--- src/rtl/dma_pkg.sv ---
// Shared definitions for the single-channel Wishbone DMA engine: state encoding,
// word stride, byte-select constant and the registered bus request bundle.
package dma_pkg;

  typedef enum logic [2:0] {
    ST_IDLE  = 3'd0,
    ST_READ  = 3'd1,
    ST_RGAP  = 3'd2,
    ST_WRITE = 3'd3,
    ST_WGAP  = 3'd4,
    ST_DONE  = 3'd5
  } dma_state_t;

  localparam logic [31:0] DMA_STRIDE = 32'd4;
  localparam logic [3:0]  SEL_ALL    = 4'hF;

  // Everything the master drives onto the bus, registered as one unit so an
  // idle bus is simply the all-zero value.
  typedef struct packed {
    logic        cyc;
    logic        stb;
    logic        we;
    logic [3:0]  sel;
    logic [31:0] adr;
    logic [31:0] dat;
  } wb_req_t;

  localparam wb_req_t REQ_IDLE = '0;

  function automatic logic [31:0] word_align(input logic [31:0] a);
    return {a[31:2], 2'b00};
  endfunction

  function automatic wb_req_t rd_req(input logic [31:0] adr);
    wb_req_t r;
    r     = REQ_IDLE;
    r.cyc = 1'b1;
    r.stb = 1'b1;
    r.sel = SEL_ALL;
    r.adr = adr;
    return r;
  endfunction

  function automatic wb_req_t wr_req(input logic [31:0] adr, input logic [31:0] dat);
    wb_req_t r;
    r     = rd_req(adr);
    r.we  = 1'b1;
    r.dat = dat;
    return r;
  endfunction

endpackage

--- src/rtl/dma_engine_if.sv ---
// Wishbone master-side bundle between the DMA engine and the CPU/DMA arbiter.
// Handshake: dma_stb_o/dma_cyc_o act as valid and dma_ack_i as ready; a request
// stays asserted and unchanged until the cycle in which dma_ack_i is high, and
// the transfer completes on exactly that cycle (dma_dat_i valid only then).
interface dma_engine_if;
  logic        dma_stb_o;
  logic        dma_cyc_o;
  logic        dma_we_o;
  logic [3:0]  dma_sel_o;
  logic [31:0] dma_adr_o;
  logic [31:0] dma_dat_o;
  logic [31:0] dma_dat_i;
  logic        dma_ack_i;

  modport master (
    output dma_stb_o, dma_cyc_o, dma_we_o, dma_sel_o, dma_adr_o, dma_dat_o,
    input  dma_dat_i, dma_ack_i
  );

  modport slave (
    input  dma_stb_o, dma_cyc_o, dma_we_o, dma_sel_o, dma_adr_o, dma_dat_o,
    output dma_dat_i, dma_ack_i
  );
endinterface

--- src/rtl/dma_timeout.sv ---
// Per-access ack watchdog: counts waiting request cycles and flags the cycle in
// which the wait has lasted LIMIT cycles. Instantiated only with DMA_TIMEOUT_EN.
module dma_timeout #(
  parameter int LIMIT = 1024
) (
  input  logic clk,
  input  logic rst_n,
  input  logic clr,
  input  logic en,
  output logic expired
);

  localparam int CW = $clog2(LIMIT + 1);

  logic [CW-1:0] cnt_q;

  always_ff @(posedge clk or negedge rst_n) begin
    if (!rst_n) begin
      cnt_q <= '0;
    end else if (clr) begin
      cnt_q <= '0;
    end else if (en) begin
      cnt_q <= cnt_q + 1'b1;
    end
  end

  // cnt_q holds the number of earlier unacknowledged cycles, so the current
  // cycle is the LIMIT-th one when it equals LIMIT-1.
  assign expired = en && (cnt_q == CW'(LIMIT - 1));

endmodule

--- src/rtl/dma_engine.sv ---
// Single-channel Wishbone DMA master copying len 32-bit words from src to dst.
// Optional ack watchdog enabled by defining DMA_TIMEOUT_EN.
module dma_engine
  import dma_pkg::*;
#(
  parameter int LEN_W   = 16,
  parameter int TIMEOUT = 1024
) (
  input  logic             wb_clk_i,
  input  logic             wb_rst_n_i,
  input  logic             start,
  input  logic [31:0]      src_addr,
  input  logic [31:0]      dst_addr,
  input  logic [LEN_W-1:0] len,
  output logic             busy,
  output logic             done,
  output logic             err,
  output dma_state_t       dbg_state,
  dma_engine_if.master     bus
);

  dma_state_t       state_q;
  wb_req_t          req_q;
  logic [31:0]      src_q;
  logic [31:0]      dst_q;
  logic [31:0]      data_q;
  logic [LEN_W-1:0] cnt_q;
  logic             busy_q;
  logic             done_q;
  logic             err_q;
  logic             abort;

`ifdef DMA_TIMEOUT_EN
  logic req_state;
  assign req_state = (state_q == ST_READ) || (state_q == ST_WRITE);

  dma_timeout #(.LIMIT(TIMEOUT)) u_timeout (
    .clk     (wb_clk_i),
    .rst_n   (wb_rst_n_i),
    .clr     (!req_state),
    .en      (req_state && !bus.dma_ack_i),
    .expired (abort)
  );
`else
  assign abort = 1'b0;
`endif

  always_ff @(posedge wb_clk_i or negedge wb_rst_n_i) begin
    if (!wb_rst_n_i) begin
      state_q <= ST_IDLE;
      req_q   <= REQ_IDLE;
      src_q   <= '0;
      dst_q   <= '0;
      data_q  <= '0;
      cnt_q   <= '0;
      busy_q  <= 1'b0;
      done_q  <= 1'b0;
      err_q   <= 1'b0;
    end else begin
      done_q <= 1'b0;
      case (state_q)
        ST_IDLE: begin
          if (start) begin
            src_q <= word_align(src_addr);
            dst_q <= word_align(dst_addr);
            cnt_q <= len;
            err_q <= 1'b0;
            if (len == '0) begin
              state_q <= ST_DONE;
              done_q  <= 1'b1;
            end else begin
              state_q <= ST_READ;
              busy_q  <= 1'b1;
              req_q   <= rd_req(word_align(src_addr));
            end
          end
        end
        ST_READ, ST_WRITE: begin
          // An ack arriving in the expiry cycle still completes the access.
          if (bus.dma_ack_i) begin
            req_q   <= REQ_IDLE;
            state_q <= (state_q == ST_READ) ? ST_RGAP : ST_WGAP;
            if (state_q == ST_READ) data_q <= bus.dma_dat_i;
          end else if (abort) begin
            req_q   <= REQ_IDLE;
            state_q <= ST_DONE;
            done_q  <= 1'b1;
            busy_q  <= 1'b0;
            err_q   <= 1'b1;
          end
        end
        ST_RGAP: begin
          state_q <= ST_WRITE;
          req_q   <= wr_req(dst_q, data_q);
        end
        ST_WGAP: begin
          src_q <= src_q + DMA_STRIDE;
          dst_q <= dst_q + DMA_STRIDE;
          cnt_q <= cnt_q - 1'b1;
          if (cnt_q == LEN_W'(1)) begin
            state_q <= ST_DONE;
            done_q  <= 1'b1;
            busy_q  <= 1'b0;
          end else begin
            state_q <= ST_READ;
            req_q   <= rd_req(src_q + DMA_STRIDE);
          end
        end
        ST_DONE: begin
          state_q <= ST_IDLE;
        end
        default: begin
          state_q <= ST_IDLE;
          req_q   <= REQ_IDLE;
          busy_q  <= 1'b0;
        end
      endcase
    end
  end

  assign bus.dma_cyc_o = req_q.cyc;
  assign bus.dma_stb_o = req_q.stb;
  assign bus.dma_we_o  = req_q.we;
  assign bus.dma_sel_o = req_q.sel;
  assign bus.dma_adr_o = req_q.adr;
  assign bus.dma_dat_o = req_q.dat;

  assign busy      = busy_q;
  assign done      = done_q;
  assign err       = err_q;
  assign dbg_state = state_q;

endmodule

--- src/flat_wrapper.sv ---
// flat-port wrapper written by rule: the top's interface ports become plain ports
module dma_engine_flat import dma_pkg::*;
#(
  parameter int LEN_W   = 16,
  parameter int TIMEOUT = 1024
)
  (wb_clk_i, wb_rst_n_i, start, src_addr, dst_addr, len, busy, done, err, dbg_state, bus_dma_stb_o, bus_dma_cyc_o, bus_dma_we_o, bus_dma_sel_o, bus_dma_adr_o, bus_dma_dat_o, bus_dma_dat_i, bus_dma_ack_i);
  dma_engine_if bus_i ();
  input  logic wb_clk_i;
  input  logic wb_rst_n_i;
  input  logic start;
  input  logic [31:0] src_addr;
  input  logic [31:0] dst_addr;
  input  logic [LEN_W-1:0] len;
  output logic busy;
  output logic done;
  output logic err;
  output dma_state_t dbg_state;
  output wire logic [$bits(bus_i.dma_stb_o)-1:0] bus_dma_stb_o;
  output wire logic [$bits(bus_i.dma_cyc_o)-1:0] bus_dma_cyc_o;
  output wire logic [$bits(bus_i.dma_we_o)-1:0] bus_dma_we_o;
  output wire logic [$bits(bus_i.dma_sel_o)-1:0] bus_dma_sel_o;
  output wire logic [$bits(bus_i.dma_adr_o)-1:0] bus_dma_adr_o;
  output wire logic [$bits(bus_i.dma_dat_o)-1:0] bus_dma_dat_o;
  input wire logic [$bits(bus_i.dma_dat_i)-1:0] bus_dma_dat_i;
  input wire logic [$bits(bus_i.dma_ack_i)-1:0] bus_dma_ack_i;
  assign bus_dma_stb_o = bus_i.dma_stb_o;
  assign bus_dma_cyc_o = bus_i.dma_cyc_o;
  assign bus_dma_we_o = bus_i.dma_we_o;
  assign bus_dma_sel_o = bus_i.dma_sel_o;
  assign bus_dma_adr_o = bus_i.dma_adr_o;
  assign bus_dma_dat_o = bus_i.dma_dat_o;
  assign bus_i.dma_dat_i = bus_dma_dat_i;
  assign bus_i.dma_ack_i = bus_dma_ack_i;
  dma_engine #(.LEN_W(LEN_W), .TIMEOUT(TIMEOUT)) u_core (.wb_clk_i(wb_clk_i), .wb_rst_n_i(wb_rst_n_i), .start(start), .src_addr(src_addr), .dst_addr(dst_addr), .len(len), .busy(busy), .done(done), .err(err), .dbg_state(dbg_state), .bus(bus_i));
endmodule
--- config.mk ---
export PLATFORM = sky130hd
export DESIGN_NAME = dma_engine_flat
export DESIGN_NICKNAME = d
export VERILOG_FILES = /design/src/rtl/dma_pkg.sv /design/src/rtl/dma_engine_if.sv /design/src/rtl/dma_timeout.sv /design/src/rtl/dma_engine.sv /design/src/flat_wrapper.sv
export SDC_FILE = /design/constraint.sdc
export NUM_CORES = 1
export LEC_CHECK = 0
export CELL_PAD_IN_SITES_DETAIL_PLACEMENT = 0
export CELL_PAD_IN_SITES_GLOBAL_PLACEMENT = 1
export CORE_MARGIN = 4
export CORE_UTILIZATION = 40
export CTS_CLUSTER_DIAMETER = 60
export CTS_CLUSTER_SIZE = 16
export DETAILED_ROUTE_END_ITERATION = 10
export MAX_ROUTING_LAYER = met4
export PLACE_DENSITY = 0.93
export SLEW_MARGIN = 20
export SYNTH_ARGS = -nofsm -noshare
export SYNTH_HDL_FRONTEND = slang
export SYNTH_HIERARCHICAL = 1
export SYNTH_SLANG_ARGS = --single-unit
--- constraint.sdc ---
create_clock -name wb_clk_i -period 4.3 [get_ports wb_clk_i]
set_input_delay 1.075 -clock wb_clk_i [delete_from_list [all_inputs] [get_ports wb_clk_i]]
set_output_delay 1.075 -clock wb_clk_i [all_outputs]
set_load 0.05 [all_outputs]
Yosys cells after proc, flatten, opt, wreduce, memory -nomap -nowiden
Index checks and enable logic that the tools add are counted.

Register bits: 188.

Reduce and logical (&&, ||, !) cells: 10. Muxes and demuxes: 25. Bitwise operators: 2. Add/sub/neg operators: 3. Equality and inequality tests: 11.

Operators with widths (count): $pmux W71 S5 (1); $mux W71 (4); $pmux W32 S2 (2); $add A32 B3 Y32 const B (2); $mux W32 (2); $pmux W16 S2 (1); $eq A16 B1 Y1 const B (1); $logic_not A16 Y1 (1); $mux W16 (1); $sub A16 B1 Y16 const B (1); $mux W3 (5); $pmux W3 S4 (1); $ne A2 B2 Y1 const B (4); $eq A3 B2 Y1 const B (2); $eq A3 B3 Y1 const B (2); $mux W1 (6); $reduce_and A5 Y1 (1); $reduce_and A2 Y1 (2); $reduce_and A4 Y1 (1); $reduce_or A4 Y1 (1); $eq A3 B1 Y1 const B (1); $logic_not A3 Y1 (1); $pmux W1 S3 (1); $reduce_and A3 Y1 (1); other kinds (5) (6).

Longest topological paths before layout
Gate-level depths: netlist (run 1).

Word-level depth: 4. Gate-level depth with buffers: 9. Gate-level depth less buffers: 8.

Worst setup path after synthesis (run 1)
OpenSTA, ideal clock, no wires.

Kind: register to register. From: register u_core.state_q[2], in the netlist u_core/dbg_state[2]. To: register u_core.dst_q[25]. Cell stages (with the launch flop): 9. Path slack: 1.870 ns. Library setup time: 0.136 ns. Period minus slack after synthesis: 2.430 ns. Buffers on the path: 3. Data arrival time: 2.294 ns. Required time: 4.164 ns. Cells stage by stage: dfrtp_1 or3b_1 buf_2 or2_1 clkbuf_1 or3_1 buf_2 o211ai_1 o311ai_1.

Longest elaborated chain between the ends: 3. Elaborated cells on any way between the ends: 6.

Ends and longest elaborated chain: start, declared (RTL line dma_engine.sv:22) `dma_state_t state_q;`; start signal, assigned (RTL line dma_engine.sv:82) `state_q <= (state_q == ST_READ) ? ST_RGAP : ST_WGAP;`; $eq A3 B3 Y1 / $logic_not A3 Y1 (equally long branches) (RTL line dma_engine.sv:61) `case (state_q)`; $reduce_bool A2 Y1 (no source line) / $ne A2 B2 Y1 (equally long branches); $reduce_and A2 Y1 (no source line); end signal, assigned (RTL line dma_engine.sv:65) `dst_q <= word_align(dst_addr);`; end signal, assigned (RTL line dma_engine.sv:98) `dst_q <= dst_q + DMA_STRIDE;`; end, declared (RTL line dma_engine.sv:25) `logic [31:0] dst_q;`.

Several ways; a longest one is shown, not always the timed one. A chain may end at the register's enable or synchronous reset.

Worst setup path in the final report (run 1)
From: register u_core.state_q[1], in the netlist u_core/dbg_state[1]. To: output dbg_state[1].

RTL lines: end, declared (RTL line flat_wrapper.sv:18) `output dma_state_t dbg_state;`.

No word-level cell between the ends.

==> metrics.md, run 1 <==
| Metric | Value |
|---|---|
| Run status | finished clean |
| Kind of path behind the tightest hold check | primary input to asynchronous set/reset pin |
| Yosys Warn Count | 6 |
| Maximum achievable frequency | 0.3112 GHz |
| Max capacitance violation total | 0 |
| Worst slew slack as a fraction of its limit | 28.41% |
| Kind of end point of the critical path | output pin |
| Overall Global Routing Usage | 22.43% |
| Deepest clock path buffer count | 2 |
| Global-route wire length before repair | 42,880 um |
| Number of detailed-route iterations in the first pass | 6 |
| Initial core utilization | 40.78% |
| DP Worst Slack | 838.1 ps |
| Time the final worst path needs with I/O delays and setup | 3214 ps |
| Cell breakdown of the critical path | clkdlybuf4s50_1 |
| Final Max Tran Viols | 0 |
| Detailed Place HPWL | 18,220 um |
| Slowest CP cell | sky130_fd_sc_hd__clkdlybuf4s50_1 |
| Vias per cell | 5.855 |
| Fraction of layout instances using a drive strength above 1 | 9.754% |
| TritonCTS clock tree | done |
| Initial antenna violation count | 3 |
| Number of clock buffers inserted by TritonCTS | 17 |
| Clock transition at the register clock pins on the worst setup and hold paths after CTS | 80 ps |
| Number of post-CTS setup repair buffers | 0 |
| Cell chosen for the clock root | sky130_fd_sc_hd__clkbuf_16 |
| Maximum ir drop on the vdd rail | 0.0004338 V |
| Setup repair after global routing missed its margin | no |
| Top delay family on crit path | buffers and inverters |
| Cell types with the highest counts after synthesis | 178 x sky130_fd_sc_hd__dfrtp_1, 89 x sky130_fd_sc_hd__nor2_1, 63 x sky130_fd_sc_hd__nand2_1 |
| Maximum number of pins on one net before global-route repair | 107 |
| Number of enable flip-flop cells after synthesis | 0 |
| Cell area after synthesis | 8927 um^2 |
| Actual transition at the worst max-transition pin | 1064 ps |
| Primary flip-flop cell chosen by synthesis mapping | sky130_fd_sc_hd__dfrtp_1 |
| Async set or reset register ratio after synthesis | 100.0% |
| Final hold violation count | 0 |
| Clock insertion delay at the later pin of the skew report | 450 ps |
| Final wirelength | 26,920 um |
| Iteration-0 DRC Markers | 523 |
| Post-synthesis instance total | 889 |
| Number of buffers inserted by hold repair at cts | 0 |
| Die Footprint | 24,770 um^2 |
| GP Congestion | 0.8465 |
| Growth of design area from synthesis to finish | 30.32% |
| Leakage component of the power | 4.590 nW |
| Antenna violation net count after detailed routing | 0 |
| I/O Pins | 193 |
| Rows | 54 |
| Tcrit/Tclk final | 74.74% |
| Synth top area share | 49.89% |
| Setup-failing EPs final | 0 |
| Remaining global-route overflow | 0 |
| Worst endpoint data arrival time | 2140 ps |
| Count of unique library cells instantiated by Yosys | 59 |
| Port buffer count | 187 |
| Clock skew after layout | 15.27 ps |
| Final setup TNS | 0 ps |
| Post-route worst setup slack | 1086 ps |
| Max incr delay on CP | 940 ps |
| Kind of critical path | flop to output pin |
| DR WL/cell | 20.11 um |
| Die height | 157.4 um |
| Number of buffers and inverters on the critical path | 1 |
| Largest fanout on the critical path | 16 |
| Number of sinks handled by clock tree synthesis | 178 |
| Core region area | 21,890 um^2 |
| Synthesized net count | 1,009 |
| Number of H-tree branching levels | 4 |
| DR vias | 7,840 |
| Critical path launch point type | flop |
| FF+latch count, synth | 178 |
| Most repeated cell in the gate-level netlist after synthesis | sky130_fd_sc_hd__dfrtp_1 |
| Vias in the first global route | 7,972 |
| Fin Hold WS | 492.1 ps |
| Drt drc | 0 |
| Layout fillers | 1,977 |
| Power Dens Cells | 797.0 nW/um^2 |
| Req. time, crit path | 3220 ps |
| Most area-consuming cells after synthesis | sky130_fd_sc_hd__dfrtp_1 50%, sky130_fd_sc_hd__mux2_2 4.2%, sky130_fd_sc_hd__nor2_1 3.7% |
| Cells resized by post-CTS repair | 0 |
| Average instance area after synthesis | 10.04 um^2 |
| Layout Nets | 1,163 |
| Die X-Extent | 157.4 um |
| Post-synth top area cell | sky130_fd_sc_hd__dfrtp_1 |
| Sequential area share after synthesis | 49.89% |
-- routing by layer --
layer / vias up / global-route usage (%) / routed length, um
li1: 3656 / - / -
met1: 3833 / 29.14 / 11580
met2: 319 / 33.58 / 12220
met3: 32 / 7.919 / 2691
met4: 0 / 5.981 / 435
met5: - / - / 0
-- cells in the final DEF, fill, tap and decap left out, types with 4 or more instances in the layout --
| master | instances |
|---|---|
| sky130_fd_sc_hd__and2_1 | 4 |
| sky130_fd_sc_hd__clkbuf_16 | 17 |
| sky130_fd_sc_hd__o22ai_1 | 14 |
| sky130_fd_sc_hd__nand2_1 | 62 |
| sky130_fd_sc_hd__inv_1 | 16 |
| sky130_fd_sc_hd__mux2i_1 | 4 |
| sky130_fd_sc_hd__a22o_1 | 34 |
| sky130_fd_sc_hd__nor4_1 | 12 |
| sky130_fd_sc_hd__xor2_1 | 6 |
| sky130_fd_sc_hd__o211ai_1 | 8 |
| sky130_fd_sc_hd__or3_1 | 5 |
| sky130_fd_sc_hd__o2bb2ai_1 | 30 |
| sky130_fd_sc_hd__and3_1 | 10 |
| sky130_fd_sc_hd__a21oi_1 | 45 |
| sky130_fd_sc_hd__nand3_1 | 35 |
| sky130_fd_sc_hd__a211o_1 | 11 |
| sky130_fd_sc_hd__o21ai_0 | 50 |
| sky130_fd_sc_hd__clkdlybuf4s50_1 | 186 |
| sky130_fd_sc_hd__and4_1 | 8 |
| sky130_fd_sc_hd__a222oi_1 | 26 |
| sky130_fd_sc_hd__inv_8 | 6 |
| sky130_fd_sc_hd__dfrtp_1 | 178 |
| sky130_fd_sc_hd__ha_1 | 4 |
| sky130_fd_sc_hd__nor3b_1 | 4 |
| sky130_fd_sc_hd__buf_4 | 18 |
| sky130_fd_sc_hd__a22oi_1 | 6 |
| sky130_fd_sc_hd__a31oi_1 | 7 |
| sky130_fd_sc_hd__nand4_1 | 11 |
| sky130_fd_sc_hd__nor2_1 | 87 |
| sky130_fd_sc_hd__o311ai_1 | 4 |
| sky130_fd_sc_hd__nor3_1 | 19 |
| sky130_fd_sc_hd__a311oi_1 | 9 |
| sky130_fd_sc_hd__mux2_2 | 33 |
| sky130_fd_sc_hd__a221o_1 | 6 |
| sky130_fd_sc_hd__a211oi_1 | 9 |
| sky130_fd_sc_hd__xnor2_1 | 23 |
-- worst paths after layout --
path | start | endpoint | slack (ps) | cells after the start
min | wb_rst_n_i | u_core/bus.dma_adr_o[31] | 490 | 1
min in group wb_clk_i | u_core/bus.dma_adr_o[24] | u_core/bus.dma_adr_o[24] | 490 | 1
max | u_core/dbg_state[1] | dbg_state[1] | 1090 | 1
min reg2reg | u_core/bus.dma_adr_o[24] | u_core/bus.dma_adr_o[24] | 490 | 1
max reg2reg | u_core/dbg_state[1] | u_core/dst_q[19] | 1200 | 5
max in group asynchronous | wb_rst_n_i | u_core/src_q[8] | 2820 | 3
-- kinds of logic after synthesis --
kind of cell / Yosys count / share of synthesized area [%]
other: 1 / 0.04201
buffers and inverters: 89 / 4.667
adder cells (fa/ha/maj): 4 / 0.5606
AO/OA/AOI/OAI: 274 / 22.44
flip-flops: 178 / 49.89
multiplexers: 37 / 4.611
XOR/XNOR: 29 / 2.845
AND/OR/NAND/NOR: 277 / 14.94
-- stage by stage --
stage	util [%]	power (mW)	area, um^2	cells
2_1_floorplan	-	6.226	8927	889
3_3_place_gp	50.23	7.593	11000	1303
3_5_place_dp	50.23	7.691	11000	1303
4_1_cts	52.98	9.317	11600	1335
5_1_grt	53.14	9.848	11630	1339
6_report	53.14	9.272	11630	1339
-- area by class of cell --
class | instances | area, um^2 | area share, %
clock inverters | 15 | 176.4 | 1.516
flip-flops and latches | 178 | 4454 | 38.29
repair buffers | 208 | 2076 | 17.84
inverters | 16 | 60.06 | 0.5162
multi-input cells | 622 | 4084 | 35.10
diodes | 3 | 7.507 | 0.06453
well taps | 280 | 350.3 | 3.011
clock buffers | 17 | 425.4 | 3.657
-- state kept, by name (all words and copies together) (netlist names) --
name / flops
u_core/bus.dma_dat_o: 32
u_core/cnt_q: 16
u_core/src_q: 30
u_core/bus.dma_sel_o: 1
u_core/done: 1
u_core/dst_q: 30
u_core/dbg_state: 3
u_core/data_q: 32
u_core/bus.dma_adr_o: 31
u_core/bus.dma_we_o: 1
u_core/busy: 1
-- power breakdown --
part | total [mW] | switching, mW | internal [mW]
clock network | 1.59 | 0.796 | 0.792
logic | 4.43 | 2.72 | 1.71
registers | 3.25 | 0.764 | 2.49
Note: power is estimated with default switching activity, not from simulation.
==> run 2: changes to the inputs <==
--- a/config.mk
+++ b/config.mk
@@ -8,12 +8,12 @@
 export CELL_PAD_IN_SITES_DETAIL_PLACEMENT = 0
 export CELL_PAD_IN_SITES_GLOBAL_PLACEMENT = 1
 export CORE_MARGIN = 4
-export CORE_UTILIZATION = 40
+export CORE_UTILIZATION = 39
 export CTS_CLUSTER_DIAMETER = 60
 export CTS_CLUSTER_SIZE = 16
 export DETAILED_ROUTE_END_ITERATION = 10
 export MAX_ROUTING_LAYER = met4
-export PLACE_DENSITY = 0.93
+export PLACE_DENSITY = 0.91
 export SLEW_MARGIN = 20
 export SYNTH_ARGS = -nofsm -noshare
 export SYNTH_HDL_FRONTEND = slang
==> constraint.sdc (replaced) <==
create_clock -name wb_clk_i -period 3.31 [get_ports wb_clk_i]
set_input_delay 0.8275 -clock wb_clk_i [delete_from_list [all_inputs] [get_ports wb_clk_i]]
set_output_delay 0.8275 -clock wb_clk_i [all_outputs]
set_load 0.05 [all_outputs]
==> run 2 against run 1 <==
Cell count is 0.82% higher. Worst hold slack lost 120 ps. Combinational power rose by 33%. Clock-buffer cell count grew 1. Clock power up 30%. Global-route usage down 0.56 points.
==> metrics.md, run 2 (synthesized netlist as in run 1, its figures left out) <==
| Metric | Value |
|---|---|
| Maximum number of pins on one net before global-route repair | 60 (-44%) |
| Number of H-tree branching levels | 4 (unchanged) |
| Vias per cell | 5.876 (+0.36%) |
| R2R Setup Slk | 680 ps (-520 ps) |
| Port buffer count | 187 (unchanged) |
| Kind of critical path | flop to output pin |
| Final wirelength | 27,170 um (+0.92%) |
| Fraction of layout instances using a drive strength above 1 | 10.35% (+0.59 points) |
| Tcrit/Tclk final | 80.55% |
| Slowest CP cell | sky130_fd_sc_hd__clkdlybuf4s50_1 |
| Initial core utilization | 39.55% (-1.2 points) |
| Layout Nets | 1,170 (+0.60%) |
| Worst slew slack as a fraction of its limit | 48.47% (+20 points) |
| Overall Global Routing Usage | 21.87% (-0.56 points) |
| Clock skew after layout | 14.91 ps (-0.3593 ps) |
| Power Dens Cells | 1038 nW/um^2 (+30%) |
| Drt drc | 0 (unchanged) |
| Endpoint of the most critical register-to-register path | u_core/bus.dma_adr_o[20] |
| Clock transition at the register clock pins on the worst setup and hold paths after CTS | 80 ps (about the same) |
| Time the final worst path needs with I/O delays and setup | 2666 ps |
| Growth of design area from synthesis to finish | 31.16% |
| Number of post-CTS setup repair buffers | 0 (unchanged) |
| Die X-Extent | 159.3 um (+1.2%) |
| Total instance count after detailed placement | 1,316 (+1.0%) |
| Run status | finished clean |
| Actual transition at the worst max-transition pin | 771.0 ps (-293.0 ps) |
| Antenna violation net count after detailed routing | 0 (unchanged) |
| Number of buffers and inverters on the critical path | 2 (+1) |
| Die height | 159.3 um (+1.2%) |
| Global-route wire length before repair | 44,150 um (+3.0%) |
| Iteration-0 DRC Markers | 546 (+4.4%) |
| I/O Pins | 193 (unchanged) |
| TritonCTS clock tree | done |
| Initial antenna violation count | 2 (-1) |
| Largest fanout on the critical path | 15 (-1) |
| Max incr delay on CP | 850 ps (-90 ps) |
| Setup-failing EPs final | 0 (unchanged) |
| GP Congestion | 0.8901 (+5.2%) |
| Max capacitance violation total | 0 (unchanged) |
| DR WL/cell | 20.13 um (+0.10%) |
| Fin Hold WS | 369.3 ps (-122.8 ps) |
| DR vias | 7,933 (+1.2%) |
| Number of sinks handled by clock tree synthesis | 178 (unchanged) |
| Worst endpoint data arrival time | 1840 ps (-300 ps) |
| Kind of end point of the critical path | output pin |
| Start of the worst register-to-register path | u_core/src_q[2] |
| Remaining global-route overflow | 0 (unchanged) |
| Post-route non-filler standard cell count | 1,350 (+0.82%) |
| Die Footprint | 25,370 um^2 (+2.4%) |
| Detailed Place HPWL | 18,660 um (+2.4%) |
| Top library cells by usage in the layout, fill and taps aside | 186 x sky130_fd_sc_hd__clkdlybuf4s50_1, 178 x sky130_fd_sc_hd__dfrtp_1, 87 x sky130_fd_sc_hd__nor2_1 |
| Critical path launch point type | flop |
| Cell chosen for the clock root | sky130_fd_sc_hd__clkbuf_16 |
| Cell breakdown of the critical path | buf_4 > clkdlybuf4s50_1 |
| Commonest non-fill, non-tap cell in the layout | sky130_fd_sc_hd__clkdlybuf4s50_1 |
| Number of buffers inserted by hold repair at cts | 0 (unchanged) |
| Top delay family on crit path | buffers and inverters |
| Final hold violation count | 0 (unchanged) |
| Clock insertion delay at the later pin of the skew report | 430 ps (-20 ps) |
| Deepest clock path buffer count | 2 (unchanged) |
| Setup repair after global routing missed its margin | no |
| Final Max Tran Viols | 0 (unchanged) |
| Number of clock buffers inserted by TritonCTS | 17 (unchanged) |
| Vias in the first global route | 8,097 (+1.6%) |
| Cells resized by post-CTS repair | 0 (unchanged) |
| Leakage component of the power | 4.622 nW (+0.70%) |
| Maximum achievable frequency | 0.3751 GHz |
| Number of cell instances on the worst register-to-register path | 7 (+2) |
| Number of detailed-route iterations in the first pass | 6 (unchanged) |
| Kind of path behind the tightest hold check | primary input to asynchronous set/reset pin |
| Rows | 55 (+1.9%) |
| Core region area | 22,570 um^2 (+3.1%) |
| Final setup TNS | 0 ps (unchanged) |
| Maximum ir drop on the vdd rail | 0.0006474 V (+49%) |
| Req. time, crit path | 2480 ps (-740 ps) |
[run 2: worst max path at each step]
stage | startpoint | end | cells after the start
after CTS | u_core/dbg_state[1] | dbg_state[1] | 2
final | u_core/dbg_state[1] | dbg_state[1] | 2
after global routing | u_core/src_q[2] | u_core/bus.dma_adr_o[20] | 7
after global placement | start | u_core/bus.dma_adr_o[18] | 6
after floorplan | u_core/dbg_state[2] | u_core/dst_q[25] | 8
after detailed placement | start | u_core/bus.dma_adr_o[29] | 6
[run 2: stage by stage]
stage / util [%] / worst slack (ps) / area (um^2) / total power, mW
2_1_floorplan: - / 880.2 / 8927 / 8.089
3_3_place_gp: 49.20 / 432.1 / 11110 / 9.943
3_5_place_dp: 49.20 / 384.7 / 11110 / 10.08
4_1_cts: 51.85 / 608.3 / 11700 / 12.21
5_1_grt: 51.87 / 406.4 / 11710 / 12.88
6_report: 51.87 / 643.9 / 11710 / 12.15
[run 2: layer usage]
layer  up-vias  global-route usage (%)  share of wire, %
met3        31                   7.352               9.9
met5         -                       -                 0
li1       3665                       -                 -
met1      3922                   28.44                43
met4         0                   5.010               1.2
met2       315                   33.40                46
[run 2: where the power goes]
group | leakage (nW) | internal, mW | switching [mW]
registers | 2.19 | 3.23 | 0.956
logic | 2.14 | 2.28 | 3.61
clock network | 0.289 | 1.10 | 0.975
[run 2: cell type report]
| cell class | count | area (um^2) |
|---|---|---|
| Antenna cell | 2 | 5.005 |
| Clock buffer | 18 | 439.2 |
| Clock inverter | 14 | 158.9 |
| Fill cell | 2074 | 10860 |
| Inverter | 16 | 60.06 |
| Multi-Input combinational cell | 622 | 4089 |
| Sequential cell | 178 | 4454 |
| Tap cell | 285 | 356.6 |
| Timing Repair Buffer | 215 | 2146 |
